### config.mk
export PLATFORM = sky130hd
export DESIGN_NAME = memtest_pass_sequencer
export DESIGN_NICKNAME = d
export VERILOG_FILES = /design/src/rtl/memtest_pass_sequencer.sv
export SDC_FILE = /design/constraint.sdc
export NUM_CORES = 2
export LEC_CHECK = 0
export ABC_AREA = 1
export CELL_PAD_IN_SITES_DETAIL_PLACEMENT = 2
export CELL_PAD_IN_SITES_GLOBAL_PLACEMENT = 2
export CORE_MARGIN = 1
export CORE_UTILIZATION = 30
export DETAILED_ROUTE_END_ITERATION = 6
export PLACE_DENSITY_LB_ADDON = 0.1
export SYNTH_ARGS = -nofsm -noshare
export SYNTH_HDL_FRONTEND = slang
export SYNTH_SLANG_ARGS = --single-unit
### constraint.sdc
create_clock -name clk -period 67.6 [get_ports clk]
set_input_delay 20.28 -clock clk [delete_from_list [all_inputs] [get_ports clk]]
set_output_delay 20.28 -clock clk [all_outputs]
set_load 0.005 [all_outputs]
### src/rtl/memtest_pass_sequencer.sv
`default_nettype none
// ============================================================================
// Module   : memtest_pass_sequencer
// Brief    : Avalon-MM programmed run controller issuing size/seed per pass
//            and tracking checker completion, compare errors and timeouts.
// Revision : 1.0 - initial release
// ============================================================================
module memtest_pass_sequencer #(
    parameter logic [31:0] SEED_STEP = 32'h9E3779B9,
    parameter int          TO_WIDTH  = 32
) (
    input  logic         clk,
    input  logic         reset,
    input  logic         avs_read,
    input  logic         avs_write,
    input  logic [3:0]   avs_address,
    input  logic [31:0]  avs_writedata,
    output logic [31:0]  avs_readdata,
    output logic         aso_size_valid,
    output logic [31:0]  aso_size_data,
    input  logic         aso_size_ready,
    output logic         aso_seed_valid,
    output logic [127:0] aso_seed_data,
    input  logic         aso_seed_ready,
    input  logic         asi_chkdone_valid,
    input  logic         asi_comperr_valid,
    output logic         busy,
    output logic         irq
);

    typedef enum logic [2:0] {
        S_IDLE      = 3'd0,
        S_SEND_SIZE = 3'd1,
        S_SEND_SEED = 3'd2,
        S_WAIT_DONE = 3'd3,
        S_NEXT      = 3'd4,
        S_FINISH    = 3'd5
    } state_t;

    localparam logic [3:0] c_ADDR_CTRL    = 4'd0;
    localparam logic [3:0] c_ADDR_STATUS  = 4'd1;
    localparam logic [3:0] c_ADDR_SIZE    = 4'd2;
    localparam logic [3:0] c_ADDR_PASSES  = 4'd3;
    localparam logic [3:0] c_ADDR_SEED0   = 4'd4;
    localparam logic [3:0] c_ADDR_SEED1   = 4'd5;
    localparam logic [3:0] c_ADDR_SEED2   = 4'd6;
    localparam logic [3:0] c_ADDR_SEED3   = 4'd7;
    localparam logic [3:0] c_ADDR_PASSCNT = 4'd8;
    localparam logic [3:0] c_ADDR_ERRCNT  = 4'd9;
    localparam logic [3:0] c_ADDR_TIMEOUT = 4'd10;

    state_t                r_state;
    state_t                w_state_next;

    // Software-visible configuration
    logic                  r_ctrl_soe;
    logic                  r_ctrl_irq_en;
    logic [31:0]           r_cfg_size;
    logic [31:0]           r_cfg_passes;
    logic [31:0]           r_cfg_seed [4];
    logic [TO_WIDTH-1:0]   r_cfg_timeout;

    // Working copies latched at start
    logic [31:0]           r_run_size;
    logic [31:0]           r_run_passes;
    logic [127:0]          r_run_seed;
    logic [TO_WIDTH-1:0]   r_run_timeout;

    logic                  r_done;
    logic                  r_err_seen;
    logic                  r_aborted;
    logic                  r_timeout;
    logic                  r_irq;
    logic                  r_pass_err;
    logic [31:0]           r_pass_count;
    logic [31:0]           r_err_count;
    logic [TO_WIDTH-1:0]   r_watchdog;
    logic [31:0]           r_readdata;

    logic                  w_busy;
    logic                  w_wr_ctrl;
    logic                  w_cfg_wr_en;
    logic                  w_start;
    logic                  w_abort;
    logic                  w_w1c;
    logic                  w_xfer_size;
    logic                  w_xfer_seed;
    logic                  w_to_hit;
    logic                  w_pass_err_any;
    logic                  w_enter_size;
    logic                  w_err_inc;
    logic [31:0]           w_pass_count_inc;
    logic [31:0]           w_rdata;

    assign w_busy           = (r_state != S_IDLE);
    assign w_wr_ctrl        = avs_write && (avs_address == c_ADDR_CTRL);
    assign w_cfg_wr_en      = avs_write && !w_busy;
    assign w_start          = w_wr_ctrl && avs_writedata[0] && !w_busy;
    assign w_abort          = w_wr_ctrl && avs_writedata[1] && w_busy;
    assign w_w1c            = avs_write && (avs_address == c_ADDR_STATUS) && avs_writedata[1];
    assign w_xfer_size      = aso_size_valid && aso_size_ready;
    assign w_xfer_seed      = aso_seed_valid && aso_seed_ready;
    assign w_pass_count_inc = r_pass_count + 32'd1;
    assign w_pass_err_any   = r_pass_err || asi_comperr_valid;
    assign w_err_inc        = asi_comperr_valid && w_busy && (r_err_count != 32'hFFFF_FFFF);

    // chkdone in the expiry cycle takes precedence over the timeout
    assign w_to_hit = (r_state == S_WAIT_DONE) && !asi_chkdone_valid &&
                      (r_run_timeout != '0) &&
                      (r_watchdog == r_run_timeout - TO_WIDTH'(1));

    always_ff @(posedge clk or posedge reset) begin
        if (reset) begin
            r_state <= S_IDLE;
        end else begin
            r_state <= w_state_next;
        end
    end

    always_comb begin
        w_state_next   = r_state;
        aso_size_valid = 1'b0;
        aso_seed_valid = 1'b0;
        case (r_state)
            S_IDLE: begin
                if (w_start) w_state_next = S_SEND_SIZE;
            end
            S_SEND_SIZE: begin
                aso_size_valid = 1'b1;
                if (w_xfer_size) w_state_next = S_SEND_SEED;
            end
            S_SEND_SEED: begin
                aso_seed_valid = 1'b1;
                if (w_xfer_seed) w_state_next = S_WAIT_DONE;
            end
            S_WAIT_DONE: begin
                if (asi_chkdone_valid)  w_state_next = S_NEXT;
                else if (w_to_hit)      w_state_next = S_FINISH;
            end
            S_NEXT: begin
                if (r_ctrl_soe && w_pass_err_any)
                    w_state_next = S_FINISH;
                else if ((r_run_passes != 32'd0) && (w_pass_count_inc == r_run_passes))
                    w_state_next = S_FINISH;
                else
                    w_state_next = S_SEND_SIZE;
            end
            S_FINISH: begin
                w_state_next = S_IDLE;
            end
            default: begin
                w_state_next = S_IDLE;
            end
        endcase
        if (w_abort) w_state_next = S_FINISH;
    end

    assign w_enter_size = (w_state_next == S_SEND_SIZE) && (r_state != S_SEND_SIZE);

    always_ff @(posedge clk or posedge reset) begin
        if (reset) begin
            r_ctrl_soe    <= 1'b0;
            r_ctrl_irq_en <= 1'b0;
            r_cfg_size    <= '0;
            r_cfg_passes  <= '0;
            r_cfg_timeout <= '0;
            for (int i = 0; i < 4; i++) r_cfg_seed[i] <= '0;
        end else begin
            if (w_wr_ctrl) begin
                r_ctrl_soe    <= avs_writedata[2];
                r_ctrl_irq_en <= avs_writedata[3];
            end
            if (w_cfg_wr_en) begin
                case (avs_address)
                    c_ADDR_SIZE:    r_cfg_size    <= avs_writedata;
                    c_ADDR_PASSES:  r_cfg_passes  <= avs_writedata;
                    c_ADDR_SEED0:   r_cfg_seed[0] <= avs_writedata;
                    c_ADDR_SEED1:   r_cfg_seed[1] <= avs_writedata;
                    c_ADDR_SEED2:   r_cfg_seed[2] <= avs_writedata;
                    c_ADDR_SEED3:   r_cfg_seed[3] <= avs_writedata;
                    c_ADDR_TIMEOUT: r_cfg_timeout <= TO_WIDTH'(avs_writedata);
                    default: ;
                endcase
            end
        end
    end

    always_ff @(posedge clk or posedge reset) begin
        if (reset) begin
            r_run_size    <= '0;
            r_run_passes  <= '0;
            r_run_seed    <= '0;
            r_run_timeout <= '0;
        end else if (w_start) begin
            r_run_size    <= r_cfg_size;
            r_run_passes  <= r_cfg_passes;
            r_run_seed    <= {r_cfg_seed[3], r_cfg_seed[2], r_cfg_seed[1], r_cfg_seed[0]};
            r_run_timeout <= r_cfg_timeout;
        end else if (r_state == S_NEXT) begin
            for (int l = 0; l < 4; l++)
                r_run_seed[l*32 +: 32] <= r_run_seed[l*32 +: 32] + SEED_STEP;
        end
    end

    always_ff @(posedge clk or posedge reset) begin
        if (reset) begin
            r_pass_count <= '0;
            r_err_count  <= '0;
            r_pass_err   <= 1'b0;
            r_watchdog   <= '0;
        end else begin
            if (w_start)                  r_pass_count <= '0;
            else if (r_state == S_NEXT)   r_pass_count <= w_pass_count_inc;

            if (w_start)        r_err_count <= '0;
            else if (w_err_inc) r_err_count <= r_err_count + 32'd1;

            if (w_enter_size)                         r_pass_err <= 1'b0;
            else if (asi_comperr_valid && w_busy)     r_pass_err <= 1'b1;

            if (r_state == S_SEND_SEED)       r_watchdog <= '0;
            else if (r_state == S_WAIT_DONE)  r_watchdog <= r_watchdog + TO_WIDTH'(1);
        end
    end

    // Status flags: start clears, hardware set beats software W1C
    always_ff @(posedge clk or posedge reset) begin
        if (reset) begin
            r_done     <= 1'b0;
            r_err_seen <= 1'b0;
            r_aborted  <= 1'b0;
            r_timeout  <= 1'b0;
            r_irq      <= 1'b0;
        end else begin
            if (w_start)                  r_done <= 1'b0;
            else if (r_state == S_FINISH) r_done <= 1'b1;
            else if (w_w1c)               r_done <= 1'b0;

            if (w_start)                             r_err_seen <= 1'b0;
            else if (asi_comperr_valid && w_busy)    r_err_seen <= 1'b1;
            else if (w_w1c)                          r_err_seen <= 1'b0;

            if (w_start)                  r_aborted <= 1'b0;
            else if (w_abort || w_to_hit) r_aborted <= 1'b1;
            else if (w_w1c)               r_aborted <= 1'b0;

            if (w_start)                  r_timeout <= 1'b0;
            else if (w_to_hit && !w_abort) r_timeout <= 1'b1;
            else if (w_w1c)               r_timeout <= 1'b0;

            r_irq <= r_done && r_ctrl_irq_en;
        end
    end

    always_comb begin
        w_rdata = 32'h0;
        case (avs_address)
            c_ADDR_CTRL:    w_rdata = {28'h0, r_ctrl_irq_en, r_ctrl_soe, 2'b00};
            c_ADDR_STATUS:  w_rdata = {21'h0, r_state, 3'b000, r_timeout, r_aborted,
                                       r_err_seen, r_done, w_busy};
            c_ADDR_SIZE:    w_rdata = r_cfg_size;
            c_ADDR_PASSES:  w_rdata = r_cfg_passes;
            c_ADDR_SEED0:   w_rdata = r_cfg_seed[0];
            c_ADDR_SEED1:   w_rdata = r_cfg_seed[1];
            c_ADDR_SEED2:   w_rdata = r_cfg_seed[2];
            c_ADDR_SEED3:   w_rdata = r_cfg_seed[3];
            c_ADDR_PASSCNT: w_rdata = r_pass_count;
            c_ADDR_ERRCNT:  w_rdata = r_err_count;
            c_ADDR_TIMEOUT: w_rdata = 32'(r_cfg_timeout);
            default:        w_rdata = 32'h0;
        endcase
    end

    always_ff @(posedge clk or posedge reset) begin
        if (reset) begin
            r_readdata <= '0;
        end else if (avs_read) begin
            r_readdata <= w_rdata;
        end
    end

    assign avs_readdata  = r_readdata;
    assign aso_size_data = r_run_size;
    assign aso_seed_data = r_run_seed;
    assign busy          = w_busy;
    assign irq           = r_irq;

endmodule
`default_nettype wire

==> out/metrics.csv <==
stage,metric,value,unit
outcome,status,"finished, final reports clean",
pwr,total_leakage_power,16.8,nW
critical_path,crit_top_cell,inv_2,
critical_path,path_cells,"clkdlybuf4s50_1, inv_1, nor2_1, nand3_4, inv_2, nor2_4, inv_2, buf_4, o22ai_1, o21bai_1",
cts,h-tree-depth,3,
synth,avgSynthCellArea,7.83,sq um
min_path,hp-class,flip-flop to flip-flop,
cts,clk_pin_slew_worst_paths,0.06,ns
synth,yosysMostFrequentCell,nand2_1,
floorplan,fp.dieArea,104000,sq um
global_routing,grt_max_degree,146,
synth,ys_ff_latch,587,
timing,maxSlewViolCount,0,
critical_path,arrival,24.16,ns
placement,port_buffers,239,
cells_and_area,area_growth,20.4,%
synth,synth_edf_count,0,
routing,wl,153,mm
timing,fin_crit_sh,0.350,
timing,tns,0,ns
floorplan,die_w,323,microns
critical_path,rr_endpoint,aso_seed_data[52],
cts,cts_made_buffers,74,
synth,yosys.area.top_type_share,0.475,
cts,clock_path_buffers,3,
routing,firstDrtPassIters,5,
floorplan,ioPinCount,240,
critical_path,crit_slowest_cell,nand3_4,
routing,vias,30200,
timing,finalSetupViolations,0,
timing,worst_pin_slew,1.23,ns
critical_path,crit_family,buffers and inverters,
global_routing,grt_pass1_vias,31300,
synth,synthTopCellsByCount,"nand2_1 (999), dfrtp_1 (587), inv_1 (537)",
routing,initialDrtViolationCount,1988,
global_routing,antenna_found_initial,6,
critical_path,r2r_cells,12,
pwr,p_total,1.88,mW
routing,routedWlPerCell,27.4,microns
critical_path,critPathMaxStageDelay,0.76,ns
synth,synth_ff_type,dfrtp_1,
synth,yosysUniqueCellTypes,62,
cts,clock-sinks,587,
synth,synthArstFlopShare,1.00,
critical_path,crit_start,avs_write,
cts,cts-root-buf,clkbuf_16,
cts,clock_latency,0.67,ns
synth,yosys-top-cells-area,"dfrtp_1 (47%), nand2_1 (12%), o21ai_0 (6.7%)",
global_routing,grt_pass1_wl,223,mm
global_routing,grt-ovfl-total,0,
timing,min_period,23.67,ns
timing,relSlewSlack,0.178,
routing,ant_nets,0,
cts,hold_buffers,0,
critical_path,path_depth,10,
timing,max_freq,0.0422,GHz
min_path,worstHoldStart,aso_size_data[17],
pwr,peakVddDrop,0.0000208,V
synth,synth_nets,4007,
floorplan,die_y,323,microns
floorplan,num_rows,117,
run,drv_cap,0,
placement,gp_congestion,0.911,
cells_and_area,layout-drive-gt1-share,0.0639,
synth,synthCells,3954,
floorplan,coreArea,102000,sq um
timing,finClkSkew,0.0414,ns
synth,yosysSeqAreaShare,0.475,
cts,cts_setup_buffers,0,
timing,hold_viol_final,0,
floorplan,initial_core_util,0.303,
critical_path,cp_num_buf_inv,5,
critical_path,crit_required,68.09,ns
pwr,power_density,50.5,nW/um^2
routing,viasPerCell,5.41,
synth,synth_area_leader_cell,dfrtp_1,
cts,cts-resized-gates,0,
synth,syn_area,30900,sq um
placement,dpl.hpwl,114,mm
timing,grt_setup_unrepaired,false,
cells_and_area,final_nets,4206,
critical_path,end_kind,flip-flop,
critical_path,start_kind,primary input,
routing,drc,0,
global_routing,grt_use_total,0.293,
critical_path,critPathCapture,aso_seed_data[52],
synth,yosysWarnings,0,
cts,cts_tree,yes,
critical_path,crit_fanout,74,
critical_path,timing.rr.start,r_state[1],
critical_path,r2r_setup_slack,63.16,ns
min_path,hold_depth,2,
critical_path,crit_type,primary input to flip-flop,
cells by family (layout without fill, tap and decap cells):
logic type               count (synthesis)  count (layout)  synth area share
flip-flops                             587             587             0.475
adder cells (fa/ha/maj)                  9               9           0.00364
XOR/XNOR                                87              87            0.0251
AO/OA/AOI/OAI                          876             876             0.173
AND/OR/NAND/NOR                       1665            1665             0.227
multiplexers                            26              26           0.00946
other                                    0               5                 0
buffers and inverters                  704             958            0.0871
where the power goes:
part | switching [mW] | leakage [nW] | internal [mW]
sequential | 0.186 | 7.13 | 0.509
clock | 0.173 | 1.20 | 0.239
combinational | 0.489 | 8.48 | 0.286
total | 0.848 | 16.8 | 1.03
final cells by class:
cell class,instances,area [sq um]
sequential,587,14700
antenna,5,12.5
clock buffer,107,2170
fill,11700,64800
clock inverter,24,270
tap,1368,1710
inverter,554,2090
multi-input combinational,2663,13600
timing repair buffer,273,2670
through the flow:
| step | instance area, sq um | hold slack, ns | utilization | cells | setup WS (ns) |
|---|---|---|---|---|---|
| floorplan | 30900 | 0.436 | - | 3954 | 30.89 |
| global placement | 34800 | 0.471 | 0.341 | 5445 | 43.36 |
| detailed placement | 34800 | 0.476 | 0.341 | 5445 | 43.38 |
| CTS | 37200 | 0.491 | 0.365 | 5576 | 44.02 |
| global route | 37200 | 0.510 | 0.365 | 5576 | 43.78 |
| finish | 37200 | 0.486 | 0.365 | 5581 | 43.93 |
cells in the final DEF, fill, tap and decap left out, types with 18 or more instances in the layout:
master and count:
a221oi_1 31, xor2_1 67, mux2_2 26, o221ai_1 91, a21oi_1 90, clkbuf_16 77, clkdlybuf4s50_1 238, nor4_1 18
o22ai_1 120, xnor2_1 19, nand4_1 33, nand2_1 998, buf_4 32, o21ai_0 417, nor2_1 311, dfrtp_1 587
nand3_1 171, nor3_1 40, o211ai_1 23, inv_1 535
worst min path at each step:
stage	endpoint	slack (ns)
final	aso_size_data[17]	0.49
after global placement	aso_size_data[13]	0.47
after detailed placement	aso_size_data[17]	0.48
after global routing	aso_size_data[4]	0.51
after floorplan	irq	0.44
after CTS	aso_size_data[17]	0.49
metal layers:
layer  track usage  part of all wire  wire, microns
met1         0.404              0.46          70800
met4        0.0692             0.025           3780
met3        0.0371             0.038           5860
met5             0           0.00027             41
met2         0.484              0.47          72200
worst register-to-register path, cell delays in order, from the launching register on:
cell and delay (ns):
dfrtp_1 0.45, nor2_1 0.12, inv_1 0.09, nor2_1 0.25
inv_2 0.12, nor2_1 0.48, nand3_4 0.76, inv_2 0.36
nor2_4 0.05, inv_2 0.53, buf_4 0.66, o22ai_1 0.23
o21bai_1 0.21
No activity file was read; power rests on OpenSTA's default activity.
